File: config.mk
export PLATFORM = sky130hd
export DESIGN_NAME = serial_sub_ctrl
export DESIGN_NICKNAME = d
export VERILOG_FILES = /design/src/rtl/serial_sub_ctrl_pkg.sv /design/src/rtl/serial_sub_ctrl_full_sub.sv /design/src/rtl/serial_sub_ctrl.sv
export SDC_FILE = /design/constraint.sdc
export NUM_CORES = 1
export LEC_CHECK = 0
export BUFFER_PORTS_ARGS = -buffer_cell sky130_fd_sc_hd__clkbuf_2
export CAP_MARGIN = 10
export CORE_AREA = 8 8 57 78
export DETAILED_ROUTE_END_ITERATION = 6
export DIE_AREA = 0 0 65 86
export HOLD_SLACK_MARGIN = 0.15
export PLACE_DENSITY = 0.83
export RECOVER_POWER = 50
export SLEW_MARGIN = 10
export SYNTH_ARGS = -nofsm -noshare
export SYNTH_HDL_FRONTEND = slang
export SYNTH_SLANG_ARGS = --single-unit
File: constraint.sdc
create_clock -name clk -period 1.2 [get_ports clk]
set_input_delay 0.06 -clock clk [delete_from_list [all_inputs] [get_ports clk]]
set_output_delay 0.06 -clock clk [all_outputs]
set_load 0.02 [all_outputs]
File: src/rtl/serial_sub_ctrl_pkg.sv
// Shared types and constants for the bit-serial subtraction controller.
// The state encoding is fixed so that other blocks can decode it.
package serial_sub_ctrl_pkg;

  typedef enum logic [1:0] {
    IDLE  = 2'd0,
    SHIFT = 2'd1,
    DONE  = 2'd2
  } state_t;

  localparam int DEFAULT_WIDTH = 8;

endpackage

File: src/rtl/serial_sub_ctrl_full_sub.sv
// One-bit full subtractor built from two half subtractors.
// The second stage subtracts the incoming borrow from the first-stage difference.
module half_sub (
  input  logic a,
  input  logic b,
  output logic diff,
  output logic borrow
);

  assign diff   = a ^ b;
  assign borrow = ~a & b;

endmodule

module full_sub (
  input  logic a,
  input  logic b,
  input  logic bin,
  output logic diff,
  output logic bout
);

  logic d0;
  logic b0;
  logic b1;

  half_sub u_hs0 (
    .a      (a),
    .b      (b),
    .diff   (d0),
    .borrow (b0)
  );

  half_sub u_hs1 (
    .a      (d0),
    .b      (bin),
    .diff   (diff),
    .borrow (b1)
  );

  // Both stages can never borrow at once, so an OR is enough.
  assign bout = b0 | b1;

endmodule

File: src/rtl/serial_sub_ctrl.sv
// Bit-serial unsigned subtractor: one full_sub cell is stepped LSB first
// over WIDTH cycles, and a one-cycle done strobe marks the result.
module serial_sub_ctrl
  import serial_sub_ctrl_pkg::*;
#(
  parameter int WIDTH = DEFAULT_WIDTH
) (
  input  logic             clk,
  input  logic             rst,
  input  logic             start,
  input  logic [WIDTH-1:0] a,
  input  logic [WIDTH-1:0] b,
  output logic             busy,
  output logic             done,
  output logic [WIDTH-1:0] diff,
  output logic             borrow_out
);

  localparam int CW = (WIDTH > 1) ? $clog2(WIDTH) : 1;

  state_t           state;
  state_t           state_next;
  logic [WIDTH-1:0] a_reg;
  logic [WIDTH-1:0] b_reg;
  logic [WIDTH-1:0] diff_reg;
  logic             borrow_reg;
  logic             borrow_out_reg;
  logic [CW-1:0]    cnt;
  logic             load;
  logic             shift_en;
  logic             last_bit;
  logic             cell_diff;
  logic             cell_bout;

  assign last_bit = (cnt == CW'(WIDTH - 1));

  full_sub u_cell (
    .a    (a_reg[0]),
    .b    (b_reg[0]),
    .bin  (borrow_reg),
    .diff (cell_diff),
    .bout (cell_bout)
  );

  always_comb begin
    state_next = state;
    load       = 1'b0;
    shift_en   = 1'b0;
    case (state)
      IDLE: begin
        if (start) begin
          load       = 1'b1;
          state_next = SHIFT;
        end
      end
      SHIFT: begin
        shift_en = 1'b1;
        if (last_bit) begin
          state_next = DONE;
        end
      end
      DONE: begin
        if (start) begin
          load       = 1'b1;
          state_next = SHIFT;
        end else begin
          state_next = IDLE;
        end
      end
      default: state_next = IDLE;
    endcase
  end

  always_ff @(posedge clk or posedge rst) begin
    if (rst) begin
      state <= IDLE;
    end else begin
      state <= state_next;
    end
  end

  // The borrow flop restarts each operation; borrow_out only moves on the last bit.
  always_ff @(posedge clk or posedge rst) begin
    if (rst) begin
      a_reg          <= '0;
      b_reg          <= '0;
      borrow_reg     <= 1'b0;
      borrow_out_reg <= 1'b0;
      cnt            <= '0;
    end else if (load) begin
      a_reg      <= a;
      b_reg      <= b;
      borrow_reg <= 1'b0;
      cnt        <= '0;
    end else if (shift_en) begin
      a_reg      <= a_reg >> 1;
      b_reg      <= b_reg >> 1;
      borrow_reg <= cell_bout;
      cnt        <= cnt + CW'(1);
      if (last_bit) begin
        borrow_out_reg <= cell_bout;
      end
    end
  end

  generate
    if (WIDTH == 1) begin : g_diff_single
      always_ff @(posedge clk or posedge rst) begin
        if (rst) begin
          diff_reg <= '0;
        end else if (shift_en) begin
          diff_reg <= cell_diff;
        end
      end
    end else begin : g_diff_shift
      always_ff @(posedge clk or posedge rst) begin
        if (rst) begin
          diff_reg <= '0;
        end else if (shift_en) begin
          diff_reg <= {cell_diff, diff_reg[WIDTH-1:1]};
        end
      end
    end
  endgenerate

  assign busy       = (state == SHIFT);
  assign done       = (state == DONE);
  assign diff       = diff_reg;
  assign borrow_out = borrow_out_reg;

endmodule

* After elaboration in Yosys (flattened, before gate mapping)
Index checks and enable logic that the tools add are counted.
Storage, ports and cells: register bits 31, bits in latches 0, memory bits (writable) 0, memory bits (read-only) 0, word-level logic and storage cells 41, memories kept 0
Operators by class: add/sub/neg operators 1, $mul 0, div/mod/pow operators 0, $lt $le $gt $ge 0, equality and inequality tests 5, shift-type cells 0, multiplexer cells 15, bitwise operators 8, reductions and logical operators 5
Operators by type and width (count):
- two-way mux 8 bit | 4
- two-way mux 1 bit | 6
- two-way mux 3 bit | 2
- case mux 2 bit (3 select lines) | 1
- two-way mux 2 bit | 2
- adder 3 x 1 -> 3 bit, second input constant | 1
- equality test 3 bit, second input constant | 1
- NOT 1 bit | 3
- AND reduction 3 bit | 1
- AND 1 bit | 2
- equality test 2 x 1 -> 1 bit, second input constant | 1
- equality test 2 bit, second input constant | 1
- logical NOT 2 bit | 1
- != test 2 x 1 -> 1 bit, second input constant | 1
- != test 2 bit, second input constant | 1
- AND reduction 2 bit | 1
- nonzero test 2 bit | 1
- OR reduction 2 bit | 1
- XOR 1 bit | 2
- OR 1 bit | 1

* Depth between registers and ports, before layout
Gate-level depths: netlist of run 1.
depth after elaboration 6, depth in mapped cells 7, depth with buffers taken out 5

* Cells and area by module
From an unflattened synthesis of run 1, not the netlist that was laid out.
Unflattened totals: cells, all modules 140, area total of the unflattened synthesis 1388.8 um^2
Modules (own cells, without submodules):
- serial_sub_ctrl | instances 1, cells each 133, area an instance 1342.5 um^2, sequential area each 775.7 um^2
- half_sub | instances 2, cells each 3, area an instance 20.0 um^2, sequential area each 0.0 um^2
- full_sub | instances 1, cells each 1, area an instance 6.3 um^2, sequential area each 0.0 um^2

* Worst setup path after synthesis of run 1
No wires, ideal clock.
path kind reg2reg, start point register state[0], end point register cnt[1], setup time 121 ps, arrival time 1051 ps, data required time 1079 ps, slack 28 ps, stages on the path, launching flop included 7, cells stage by stage dfrtp_1 buf_2 nand2b_2 buf_6 inv_4 buf_6 a22o_1
Between the ends: elaborated cells on any way between the ends 8, classes of those cells 2 x eq/ne; 3 x mux; 3 x reduce/logical
RTL lines:
- from (decl) | line serial_sub_ctrl.sv:21 | state_t state;
- from (signal assigned) | line serial_sub_ctrl.sv:78 | state <= state_next;
- equality test 2 x 1 -> 1 bit
- named net busy | line serial_sub_ctrl.sv:13 | output logic busy,
- two-way mux 1 bit | line serial_sub_ctrl.sv:49 | case (state)
- nonzero test 2 bit (no source line)
- to (signal assigned) | line serial_sub_ctrl.sv:99 | cnt <= cnt + CW'(1);
- to (decl) | line serial_sub_ctrl.sv:28 | logic [CW-1:0] cnt;
The timed path passes the listed nets, and every way through them passes these cells. A chain may end at the register's enable or synchronous reset.

* Worst setup path after layout of run 1
start point register state[0], end point output port done
Between the ends: cells in the longest elaborated chain, start to end 1
RTL lines:
- equality test 2 bit | line serial_sub_ctrl.sv:127 | assign done = (state == DONE);
- to (decl) | line serial_sub_ctrl.sv:14 | output logic done,
No other way between the ends.

==> results.txt, run 1 <==
----------------------------------------------------
[Power]
  Pint ... 3.26 mW
  Relative contribution of sequential cells to total power ... 36.1%
  Leakage dissipation ... 0.999 nW
  Switching part of the total power ... 38.3%
  Total power after layout ... 5.29 mW
  Net switching power ... 2.03 mW
  VDD IR max ... 1500 uV
  Total power density per cell area ... 2440 mW/mm2
  Clock network fraction of design power ... 14.8%
  Combinational Power Share ... 49.1%

[Die]
  Starting Density ... 47.2%
  Core outline area ... 0.00328 mm2
  Core Rows ... 25
  Number of I/O pins ... 30
  Horiz. Die Dim ... 65 um
  Vertical extent of the die ... 86 um
  Overall die area ... 0.00559 mm2

[CTS]
  Clock Tree Buf Depth ... 2
  Clock-pin slew reported for the worst setup and hold paths after clock tree synthesis ... 0.06 ns
  H-tree depth ... 2
  Clock buffers created by TritonCTS ... 5
  Clock tree from TritonCTS ... done
  Worst-skew pair later-pin latency ... 0.28 ns
  Clock sink total ... 31
  Root buffer cell ... sky130_fd_sc_hd__clkbuf_8

[Global routing]
  Tot GR Track Use ... 13.7%
  Maximum number of pins on one net before global-route repair ... 32
  Remaining global-route overflow ... 0
  Vias in the first global route ... 1380
  Initial antenna violation count ... 0
  First-pass GRT wire length ... 6200 um

[Min path]
  Type of the most critical hold path ... input pin to flip-flop
  Hold_sp ... start

[Layout]
  Final standard cell area without fillers ... 0.00217 mm2
  Fill cell total of the finished layout ... 245
  Total Nets Final ... 234
  Fraction of final layout cells with drive strength greater than 1 ... 29.1%
  Most frequent standard cell in the layout excluding fill and tap cells ... sky130_fd_sc_hd__dfrtp_1
  Commonest cells after routing, fill and taps aside ... 30 x sky130_fd_sc_hd__dfrtp_1, 28 x sky130_fd_sc_hd__nand2_1, 24 x sky130_fd_sc_hd__clkbuf_2, 17 x sky130_fd_sc_hd__dlygate4sd3_1
  Total inserted antenna cells ... 0
  Area growth, synth to finish ... 39.9%

[Route]
  Initial DRT Pass Iterations ... 4
  Drt wl/cell ... 14.6 um
  Routed WL ... 3680 um
  Vias per cell ... 5.24
  Top layer in use ... met4
  Number of nets with antenna violations after detailed routing ... 0
  DRC Markers ... 0
  Number of vias in the routed layout ... 1326
  Total met2 wirelength after detailed routing ... 1880 um
  Total routed wire length on the met1 layer ... 1500 um
  Metal3 WL ... 213 um
  Starting DRC count in detailed routing ... 55

[Logic synthesis]
  Number of instances in the synthesized netlist ... 151
  Number of distinct library cells after synthesis ... 27
  Post-Synthesis Net Count ... 173
  Flip-flop and latch count after synthesis ... 31
  Syn Area/Cell ... 10.3 um2
  Count of yosys warnings during synthesis ... 0
  Sequential fraction of the synthesis area ... 50.1%
  Mapped Area ... 0.00155 mm2

[Worst setup path]
  Crit path DAT ... 1.13 ns
  Endpoint class of the critical path ... output pin
  Worst reg2reg path startpoint ... b_reg[0]
  Type of element launching the critical path ... flip-flop
  Required time of the critical path ... 1.14 ns
  Slack of the worst reg-to-reg path ... 0.02 ns
  Start point of the critical path ... state[0]
  Largest fanout of any net on the critical path ... 5
  Setup Crit Path Kind ... flip-flop to output pin

[Timing]
  Max Clk Rate ... 0.843 GHz
  Final hold violation count ... 0
  Fin Clk Skew ... 0.00562 ns
  Final count of pins violating max slew ... 0
  Min Tclk post-route ... 1.19 ns
  Relative slew slack ... 74.1%
  Total of endpoints with negative setup slack in the final report ... 0
  Fraction of the cycle the final worst path needs ... 98.9%
  Transition time of the tightest slew-check pin ... 0.389 ns
  Worst hold slack ... 0.160 ns
  Unrepaired setup endpoints after global routing ... yes

[Place]
  IO buf count ... 29
  Post-detail-place hpwl ... 2140 um
  Dpl cell area ... 0.00177 mm2
  Global placer's final weighted congestion ... 0.748

[Job]
  Number of maximum-capacitance constraint violations ... 0

[Outcome]
  Run status ... complete, no violations

----------------------------------------------------
-- cells in the mapped netlist (all sizes together) --
master   count  area share (%)
inv          6             1.6
ha           2             1.6
nor2         1            0.24
dfrtp       31              50
o22ai        2            0.81
mux2i       16              10
a32o         1            0.65
clkbuf       3            0.73
buf          8             4.0
a211oi      13             6.3
a21oi       16             5.4
nand3        1            0.32
o2bb2ai      1            0.57
fa           1             1.3
o21ai        2            0.65
o211a        1            0.65
nor2b       14             5.7
mux2         1            0.73
a22o         1            0.57
nand2       28             6.8
nand2b       1            0.57
nand3b       1            0.48
-- repair_timing --
action                                  in CTS  in global routing
buffers inserted                             7                  5
cloned                                       1                  0
hold buffers                                17                  0
endpoints found under the setup margin       3                  6
hold endpoints to repair                    47                  0
pin swaps                                    0                  2
gates resized for setup                      8                  7
-- final cells by class --
class	instances	area [um2]	share of cell area (%)
Clock buffer	7	76.3	3.52
Tap cell	40	50.0	2.31
Sequential cell	31	777	35.9
Timing Repair Buffer	65	528	24.4
Inverter	6	27.5	1.27
Clock inverter	1	5.00	0.231
Multi-Input combinational cell	103	703	32.4
-- worst paths after layout --
kind	endpoint	depth (start not counted)
worst max-delay path	done	3
worst min-delay path	cnt[2]	2
worst max register to register	borrow_reg	5
worst min register to register	diff[0]	2
max in group asynchronous	state[0]	4
min in group asynchronous	cnt[2]	4
-- logic make-up (layout without fill, tap and decap cells) --
logic type      after synthesis  count (layout)  synth area share [%]
compound gates               37              37                  15.6
simple gates                 46              46                  14.1
buf+inv                      17              79                  6.30
mux                          17              17                  11.1
fa+ha+maj                     3               3                  2.91
flops                        31              31                  50.1
-- critical path, cell delays in order, from the launching register on --
cell                      delay (ns)
sky130_fd_sc_hd__dfrtp_2        0.45
sky130_fd_sc_hd__buf_12         0.14
sky130_fd_sc_hd__nor2b_1        0.10
sky130_fd_sc_hd__buf_4          0.15
-- metrics by stage --
step / std cells / setup TNS (ns) / setup WS, ns / utilization [%]
floorplan: 151 / 0 / 0.0284 / -
global placement: 217 / 0 / 0.0323 / 53.9
detailed placement: 217 / -0.0247 / -0.0247 / 53.9
CTS: 248 / -0.0165 / -0.0165 / 64.1
global route: 253 / -0.0471 / -0.0344 / 66.0
finish: 253 / 0 / 0.0136 / 66.0
-- per-layer routing --
metal  up-vias  GRT usage [%]
met5         -              0
met4         0           4.78
met3        10           5.87
met2        31           23.9
met1       642           14.3
li1        643              -
-- power groups by stage --
stage               logic [mW]  clock network, mW  registers, mW
finish                    2.60              0.782           1.91
global route              2.87              0.854           1.97
CTS                       2.43              0.794           1.89
floorplan                 1.44                  0           1.97
detailed placement        2.09                  0           1.91
global placement          2.00                  0           1.89
(Power assumes the default switching activity.)
==> run 2: changes to the inputs <==
--- a/config.mk
+++ b/config.mk
@@ -11,6 +11,7 @@
 export DETAILED_ROUTE_END_ITERATION = 6
 export DIE_AREA = 0 0 65 86
 export HOLD_SLACK_MARGIN = 0.15
+export MAX_ROUTING_LAYER = met4
 export PLACE_DENSITY = 0.83
 export RECOVER_POWER = 50
 export SLEW_MARGIN = 10
==> results.txt, run 2 (synthesized netlist as in run 1, its figures left out) <==
----------------------------------------------------
[Outcome]
  Run status ... complete, no violations

[CTS]
  Clock sink total ... 31 (unchanged)
  Clock Tree Buf Depth ... 2 (unchanged)
  Worst-skew pair later-pin latency ... 0.28 ns (about the same)
  H-tree depth ... 2 (unchanged)
  Clock tree from TritonCTS ... done
  Clock buffers created by TritonCTS ... 5 (unchanged)
  Clock-pin slew reported for the worst setup and hold paths after clock tree synthesis ... 0.06 ns (about the same)
  Root buffer cell ... sky130_fd_sc_hd__clkbuf_8

[Timing]
  Fraction of the cycle the final worst path needs ... 98.8% (about the same)
  Final-layout setup total negative slack ... 0 ns (unchanged)
  Total of endpoints with negative setup slack in the final report ... 0 (unchanged)
  Transition time of the tightest slew-check pin ... 0.388 ns (-0.00110 ns)
  Min Tclk post-route ... 1.19 ns (-0.00104 ns)
  Unrepaired setup endpoints after global routing ... yes
  Max Clk Rate ... 0.844 GHz (about the same)
  Fin Clk Skew ... 0.00588 ns (+0.000264 ns)
  Relative slew slack ... 74.2% (about the same)
  Final hold violation count ... 0 (unchanged)
  Final count of pins violating max slew ... 0 (unchanged)

[Route]
  Number of vias in the routed layout ... 1327 (+0.075%)
  Number of nets with antenna violations after detailed routing ... 0 (unchanged)
  Metal3 WL ... 202 um (-5.2%)
  DRC Markers ... 0 (unchanged)
  Routed WL ... 3670 um (-0.24%)
  Total met2 wirelength after detailed routing ... 1870 um (-0.59%)
  Starting DRC count in detailed routing ... 40 (-27%)
  Initial DRT Pass Iterations ... 4 (unchanged)
  Total routed wire length on the met1 layer ... 1520 um (+1.1%)
  Drt wl/cell ... 14.5 um (-0.24%)
  Vias per cell ... 5.25 (about the same)
  Top layer in use ... met4

[Layout]
  Fill cell total of the finished layout ... 245 (unchanged)
  Area growth, synth to finish ... 39.9% (unchanged)
  Total Nets Final ... 234 (unchanged)
  Total inserted antenna cells ... 0 (unchanged)
  Most frequent standard cell in the layout excluding fill and tap cells ... sky130_fd_sc_hd__dfrtp_1
  Final standard cell area without fillers ... 0.00217 mm2 (unchanged)
  Commonest cells after routing, fill and taps aside ... 30 x sky130_fd_sc_hd__dfrtp_1, 28 x sky130_fd_sc_hd__nand2_1, 24 x sky130_fd_sc_hd__clkbuf_2, 17 x sky130_fd_sc_hd__dlygate4sd3_1
  Fraction of final layout cells with drive strength greater than 1 ... 29.1% (unchanged)

[Worst setup path]
  Count of buffer and inverter cells on the critical path ... 2 (unchanged)
  Type of element launching the critical path ... flip-flop
  Slowest cell on the critical path ... sky130_fd_sc_hd__dfrtp_2
  Required time of the critical path ... 1.14 ns (about the same)
  Largest fanout of any net on the critical path ... 5 (unchanged)
  Endpoint class of the critical path ... output pin
  Setup Crit Path Kind ... flip-flop to output pin
  Cell family contributing the most delay on the critical path ... flip-flops
  Crit path DAT ... 1.13 ns (about the same)
  Sequence of cells on the critical path ... buf_12, nor2b_1, buf_4
  Delay of the slowest critical-path stage ... 0.45 ns (about the same)

[Die]
  Starting Density ... 47.2% (unchanged)
  Vertical extent of the die ... 86 um (unchanged)
  Number of I/O pins ... 30 (unchanged)
  Overall die area ... 0.00559 mm2 (unchanged)
  Horiz. Die Dim ... 65 um (unchanged)
  Core Rows ... 25 (unchanged)
  Core outline area ... 0.00328 mm2 (unchanged)

[Global routing]
  Maximum number of pins on one net before global-route repair ... 32 (unchanged)
  Remaining global-route overflow ... 0 (unchanged)
  Initial antenna violation count ... 0 (unchanged)
  Vias in the first global route ... 1382 (+0.14%)
  First-pass GRT wire length ... 6200 um (unchanged)
  Tot GR Track Use ... 14.1% (+0.37 points)

[Power]
  VDD IR max ... 1490 uV (-0.14%)
  Total power after layout ... 5.29 mW (about the same)
  Leakage dissipation ... 0.999 nW (unchanged)
  Total power density per cell area ... 2440 mW/mm2 (about the same)

[Min path]
  Type of the most critical hold path ... input pin to flip-flop

[Place]
  Dpl cell area ... 0.00177 mm2 (unchanged)
  IO buf count ... 29 (unchanged)
  Post-detail-place hpwl ... 2140 um (unchanged)
  Global placer's final weighted congestion ... 0.757 (+1.3%)

[Job]
  Number of maximum-capacitance constraint violations ... 0 (unchanged)

----------------------------------------------------
==> run 2: cell counts in the layout (fill, tap and decap cells not counted) <==
Identical to the previous run, type by type.
==> run 2: layer usage <==
| layer | GRT usage (%) | vias up |
|---|---|---|
| met5 | - | - |
| met4 | 4.78 | 0 |
| met3 | 5.35 | 10 |
| met2 | 23.9 | 37 |
| met1 | 14.6 | 637 |
| li1 | - | 643 |
==> run 2: stage by stage <==
stage / std cells / worst slack, ns / util (%) / hold slack, ns
final: 253 / 0.0146 / 66.0 / 0.161
after global placement: 217 / 0.0323 / 53.9 / 0.140
after floorplan: 151 / 0.0284 / - / 0.164
after detailed placement: 217 / -0.0247 / 53.9 / 0.138
after CTS: 248 / -0.0165 / 64.1 / 0.158
after global routing: 253 / -0.0344 / 66.0 / 0.174
==> run 2: power breakdown <==
part	total (mW)	internal [mW]	switching, mW
clock network	0.782	0.406	0.376
logic	2.60	1.31	1.29
registers	1.91	1.54	0.366
total	5.29	3.26	2.03
==> run 2: path summary, 6_finish.rpt <==
| check | from | endpoint | slack [ns] | cells after the start |
|---|---|---|---|---|
| worst max-delay path | state[0] | done | 0.01 | 3 |
| worst min-delay path | start | cnt[2] | 0.16 | 2 |
| worst max register to register | b_reg[0] | borrow_reg | 0.02 | 5 |
| worst min register to register | diff[0] | diff[0] | 0.48 | 2 |
| max in group asynchronous | rst | state[0] | 0.51 | 4 |
| min in group asynchronous | rst | cnt[2] | 0.38 | 4 |
==> run 2: final cells by class <==
type / count / area (um2) / area share (%)
sequential: 31 / 777 / 35.9
multi-input combinational: 103 / 703 / 32.4
timing repair buffer: 65 / 528 / 24.4
clock buffer: 7 / 76.3 / 3.52
tap: 40 / 50.0 / 2.31
inverter: 6 / 27.5 / 1.27
clock inverter: 1 / 5.00 / 0.231
==> run 2: timing repair <==
action                                  CTS  global route
buffers inserted                          7             5
gates cloned                              1             0
hold buffers                             17             0
gates resized for setup                   8             7
pin swaps                                 0             2
endpoints found under the hold margin    47             0
endpoints found under the setup margin    3             6
==> run 3: changes to the inputs <==
--- a/config.mk
+++ b/config.mk
@@ -7,14 +7,16 @@
 export LEC_CHECK = 0
 export BUFFER_PORTS_ARGS = -buffer_cell sky130_fd_sc_hd__clkbuf_2
 export CAP_MARGIN = 10
-export CORE_AREA = 8 8 57 78
+export CORE_AREA = 8 8 55 76
 export DETAILED_ROUTE_END_ITERATION = 6
-export DIE_AREA = 0 0 65 86
+export DIE_AREA = 0 0 63 84
 export HOLD_SLACK_MARGIN = 0.15
 export MAX_ROUTING_LAYER = met4
-export PLACE_DENSITY = 0.83
+export PLACE_DENSITY = 0.81
 export RECOVER_POWER = 50
-export SLEW_MARGIN = 10
+export SKIP_LAST_GASP = 1
+export SLEW_MARGIN = 0
 export SYNTH_ARGS = -nofsm -noshare
 export SYNTH_HDL_FRONTEND = slang
+export SYNTH_HIERARCHICAL = 1
 export SYNTH_SLANG_ARGS = --single-unit
==> results.txt, run 3 <==
----------------------------------------------------
[CTS]
  Clock-pin slew reported for the worst setup and hold paths after clock tree synthesis ... 0.06 ns (about the same)
  H-tree depth ... 2 (unchanged)
  Clock Tree Buf Depth ... 2 (unchanged)
  Clock buffers created by TritonCTS ... 5 (unchanged)
  Clock tree from TritonCTS ... done
  Worst-skew pair later-pin latency ... 0.29 ns (about the same)
  Root buffer cell ... sky130_fd_sc_hd__clkbuf_8
  Clock sink total ... 31 (unchanged)

[Worst setup path]
  Cell family contributing the most delay on the critical path ... adder cells
  Register-to-Register Path Depth ... 8 (+3)
  CP Depth ... 8 (+5)
  Slowest cell on the critical path ... sky130_fd_sc_hd__dfrtp_1
  Required time of the critical path ... 1.36 ns (+0.22 ns)
  Critical Path Most Common Cell ... sky130_fd_sc_hd__inv_2
  Sequence of cells on the critical path ... inv_1, ha_1, inv_2, inv_2, ha_4, or2_4, mux2_4, a22o_1
  Endpoint class of the critical path ... flip-flop
  Delay of the slowest critical-path stage ... 0.36 ns (-0.09 ns)
  Setup Crit Path Kind ... flip-flop to flip-flop
  Worst reg2reg path startpoint ... a_reg[0]
  Count of buffer and inverter cells on the critical path ... 3 (+1)
  Type of element launching the critical path ... flip-flop
  Crit path DAT ... 1.92 ns (+0.79 ns)
  Start point of the critical path ... a_reg[0]
  Largest fanout of any net on the critical path ... 2 (-3)

[Layout]
  Total inserted antenna cells ... 0 (unchanged)
  Fill cell total of the finished layout ... 149 (-39%)
  Area growth, synth to finish ... 64.5%
  Total Nets Final ... 230 (-1.7%)
  Final non-filler cell total ... 246 (-2.8%)
  Commonest cells after routing, fill and taps aside ... 30 x sky130_fd_sc_hd__dfrtp_1, 27 x sky130_fd_sc_hd__clkbuf_2, 26 x sky130_fd_sc_hd__nand2_1, 17 x sky130_fd_sc_hd__dlygate4sd3_1, 14 x sky130_fd_sc_hd__nor2_1
  Fraction of final layout cells with drive strength greater than 1 ... 43.0% (+14 points)
  Most frequent standard cell in the layout excluding fill and tap cells ... sky130_fd_sc_hd__dfrtp_1

[Logic synthesis]
  Flip-flop and latch count after synthesis ... 31 (unchanged)
  Synth area leader ... sky130_fd_sc_hd__dfrtp_1
  Mapped Area ... 0.00139 mm2 (-10%)
  Count of yosys warnings during synthesis ... 6 (+6)
  Combinational family with the most area after synthesis ... simple AND/OR/NAND/NOR gates
  Dominant synthesized flop cell ... sky130_fd_sc_hd__dfrtp_1
  Post-Synthesis Net Count ... 163 (-5.8%)
  Multiplexer fraction of the synthesized cell area ... 4.95% (-6.1 points)
  Number of distinct library cells after synthesis ... 26 (-3.7%)
  Number of instances in the synthesized netlist ... 140 (-7.3%)
  Share of Yosys cell area claimed by the top area cell type ... 55.9% (+5.8 points)
  Syn Area/Cell ... 9.92 um2 (-3.3%)
  Arithmetic-cell share of the synthesized area counting full adders, half adders and majority gates ... 3.60% (+0.70 points)
  Fraction of synthesized cell area in xor and xnor cells ... 0.631% (+0.63 points)
  Number of flops mapped to enable cells by yosys ... 0 (unchanged)
  Compound-cell area share of the yosys netlist ... 10.0% (-5.6 points)
  Most frequent cell after synthesis ... sky130_fd_sc_hd__dfrtp_1
  Synth async-reset ratio ... 100% (unchanged)
  Sequential fraction of the synthesis area ... 55.9% (+5.8 points)
  Most instantiated cells after synthesis ... 31 x sky130_fd_sc_hd__dfrtp_1, 26 x sky130_fd_sc_hd__nand2_1, 14 x sky130_fd_sc_hd__nor2_1
  Basic-gate share of the synthesized area counting and, or, nand and nor cells ... 19.6% (+5.6 points)
  Biggest area contributors in the synthesized netlist ... sky130_fd_sc_hd__dfrtp_1 56%, sky130_fd_sc_hd__nand2_1 7.0%, sky130_fd_sc_hd__o22ai_1 5.9%, sky130_fd_sc_hd__nor3_1 4.7%, sky130_fd_sc_hd__nor2_1 3.8%

[Route]
  Drt wl/cell ... 20.0 um (+38%)
  Vias per cell ... 5.69 (+8.4%)
  Starting DRC count in detailed routing ... 114 (+190%)
  Number of vias in the routed layout ... 1399 (+5.4%)
  Routed WL ... 4920 um (+34%)
  DRC Markers ... 0 (unchanged)
  Initial DRT Pass Iterations ... 4 (unchanged)
  Number of nets with antenna violations after detailed routing ... 0 (unchanged)

[Timing]
  Unrepaired setup endpoints after global routing ... yes
  Relative slew slack ... 52.7% (-21 points)
  Total of endpoints with negative setup slack in the final report ... 20 (+20)
  Transition time of the tightest slew-check pin ... 0.709 ns (+0.322 ns)
  Final count of pins violating max slew ... 0 (unchanged)
  Worst-case setup margin in the final layout ... -0.557 ns (-0.572 ns)
  Fraction of the cycle the final worst path needs ... 146% (+48 points)
  Min Tclk post-route ... 1.76 ns (+0.572 ns)
  Max Clk Rate ... 0.569 GHz (-33%)
  Final-layout setup total negative slack ... -1.97 ns (-1.97 ns)
  Final hold violation count ... 0 (unchanged)
  Fin Clk Skew ... 0.0140 ns (+0.00810 ns)

[Place]
  IO buf count ... 29 (unchanged)
  Global placer's final weighted congestion ... 0.722 (-4.7%)
  Total placed cells including tap cells ... 210 (-3.2%)
  Worst setup slack after placement ... -0.501 ns (-0.477 ns)
  Post-detail-place hpwl ... 2320 um (+8.4%)

[Power]
  Pint ... 3.88 mW (+19%)
  Clock network fraction of design power ... 12.7% (-2.1 points)
  Combinational Power Share ... 56.2% (+7.1 points)
  VDD IR max ... 1350 uV (-9.9%)
  Leakage dissipation ... 1.09 nW (+8.6%)
  Net switching power ... 2.70 mW (+33%)
  Total power density per cell area ... 2880 mW/mm2 (+18%)
  Relative contribution of sequential cells to total power ... 31.1% (-5.0 points)
  Switching part of the total power ... 41.1% (+2.7 points)

[Global routing]
  Tot GR Track Use ... 15.1% (+0.99 points)
  Maximum number of pins on one net before global-route repair ... 32 (unchanged)
  Remaining global-route overflow ... 0 (unchanged)
  First-pass GRT wire length ... 6010 um (-3.0%)
  Vias in the first global route ... 1269 (-8.2%)
  Initial antenna violation count ... 0 (unchanged)

[Die]
  Core Rows ... 24 (-4.0%)
  Vertical extent of the die ... 84 um (-2.3%)
  Horiz. Die Dim ... 63 um (-3.1%)
  Core outline area ... 0.00303 mm2 (-7.7%)
  Overall die area ... 0.00529 mm2 (-5.3%)
  Number of I/O pins ... 30 (unchanged)
  Starting Density ... 45.8% (-1.4 points)

[Min path]
  Hold_sp ... start
  Type of the most critical hold path ... input pin to flip-flop
  Cell depth of the worst min-delay path ... 3 (+1)

[Job]
  Number of maximum-capacitance constraint violations ... 0 (unchanged)

[Outcome]
  Run status ... complete, but fails checks
  Failing checks ... setup timing

----------------------------------------------------
==> run 3: kinds of logic after synthesis <==
family / count (synthesis)
buffers and inverters: 15
AOI/OAI and AO/OA: 21
DFF: 31
and+or+nand+nor: 62
xor gates and xnor gates: 1
adders and majority gates: 4
muxes: 6
==> run 3: worst min-delay path, cell delays in order <==
cell and delay, ns:
sky130_fd_sc_hd__clkbuf_2 0.16, sky130_fd_sc_hd__a211oi_1 0.10, sky130_fd_sc_hd__a21oi_1 0.11
==> run 3: metrics by stage <==
step                hold slack, ns  util (%)  area (um2)  total power [mW]
finish                       0.192      75.3        2280              6.58
global route                 0.203      75.3        2280              6.89
CTS                          0.171      68.5        2080              5.72
detailed placement           0.135      54.9        1670              4.21
global placement             0.126      54.9        1670              4.03
floorplan                    0.164         -        1430              3.50
==> run 3: cell type report <==
class	instances	area [um2]	share of cell area (%)
tap	39	48.8	2.14
sequential	31	777	34.0
clock buffer	6	82.6	3.61
timing repair buffer	69	609	26.7
clock inverter	1	5.00	0.219
multi-input combinational	94	734	32.1
inverter	6	27.5	1.20
==> run 3: timing repair <==
item	in CTS	in global routing
hold buffers	17	0
endpoints found under the hold margin	47	0
resized for setup	16	30
pin swaps	1	18
setup endpoints to repair	7	20
buffers inserted	6	4
cloned	1	1
==> run 3: layer usage <==
layer / up-vias / global-route usage [%] / routed length, um
li1: 609 / - / -
met2: 72 / 27.0 / 2730
met3: 25 / 4.17 / 252
met1: 693 / 12.7 / 1700
met4: 0 / 11.7 / 238
met5: - / - / 0
==> run 3: power by group through the flow <==
stage | clock network, mW | registers, mW | logic (mW)
3_5_place_dp | 0 | 1.86 | 2.35
5_1_grt | 0.893 | 2.08 | 3.92
2_1_floorplan | 0 | 1.97 | 1.52
6_report | 0.836 | 2.05 | 3.69
3_3_place_gp | 0 | 1.83 | 2.20
4_1_cts | 0.826 | 1.88 | 3.01
==> run 3: final timing paths <==
path / endpoint / slack [ns]
max: borrow_reg / -0.56
min: b_reg[0] / 0.19
max reg2reg: borrow_reg / -0.56
min reg2reg: diff[3] / 0.50
max in group asynchronous: state[0] / 0.17
min in group asynchronous: diff[0] / 0.53
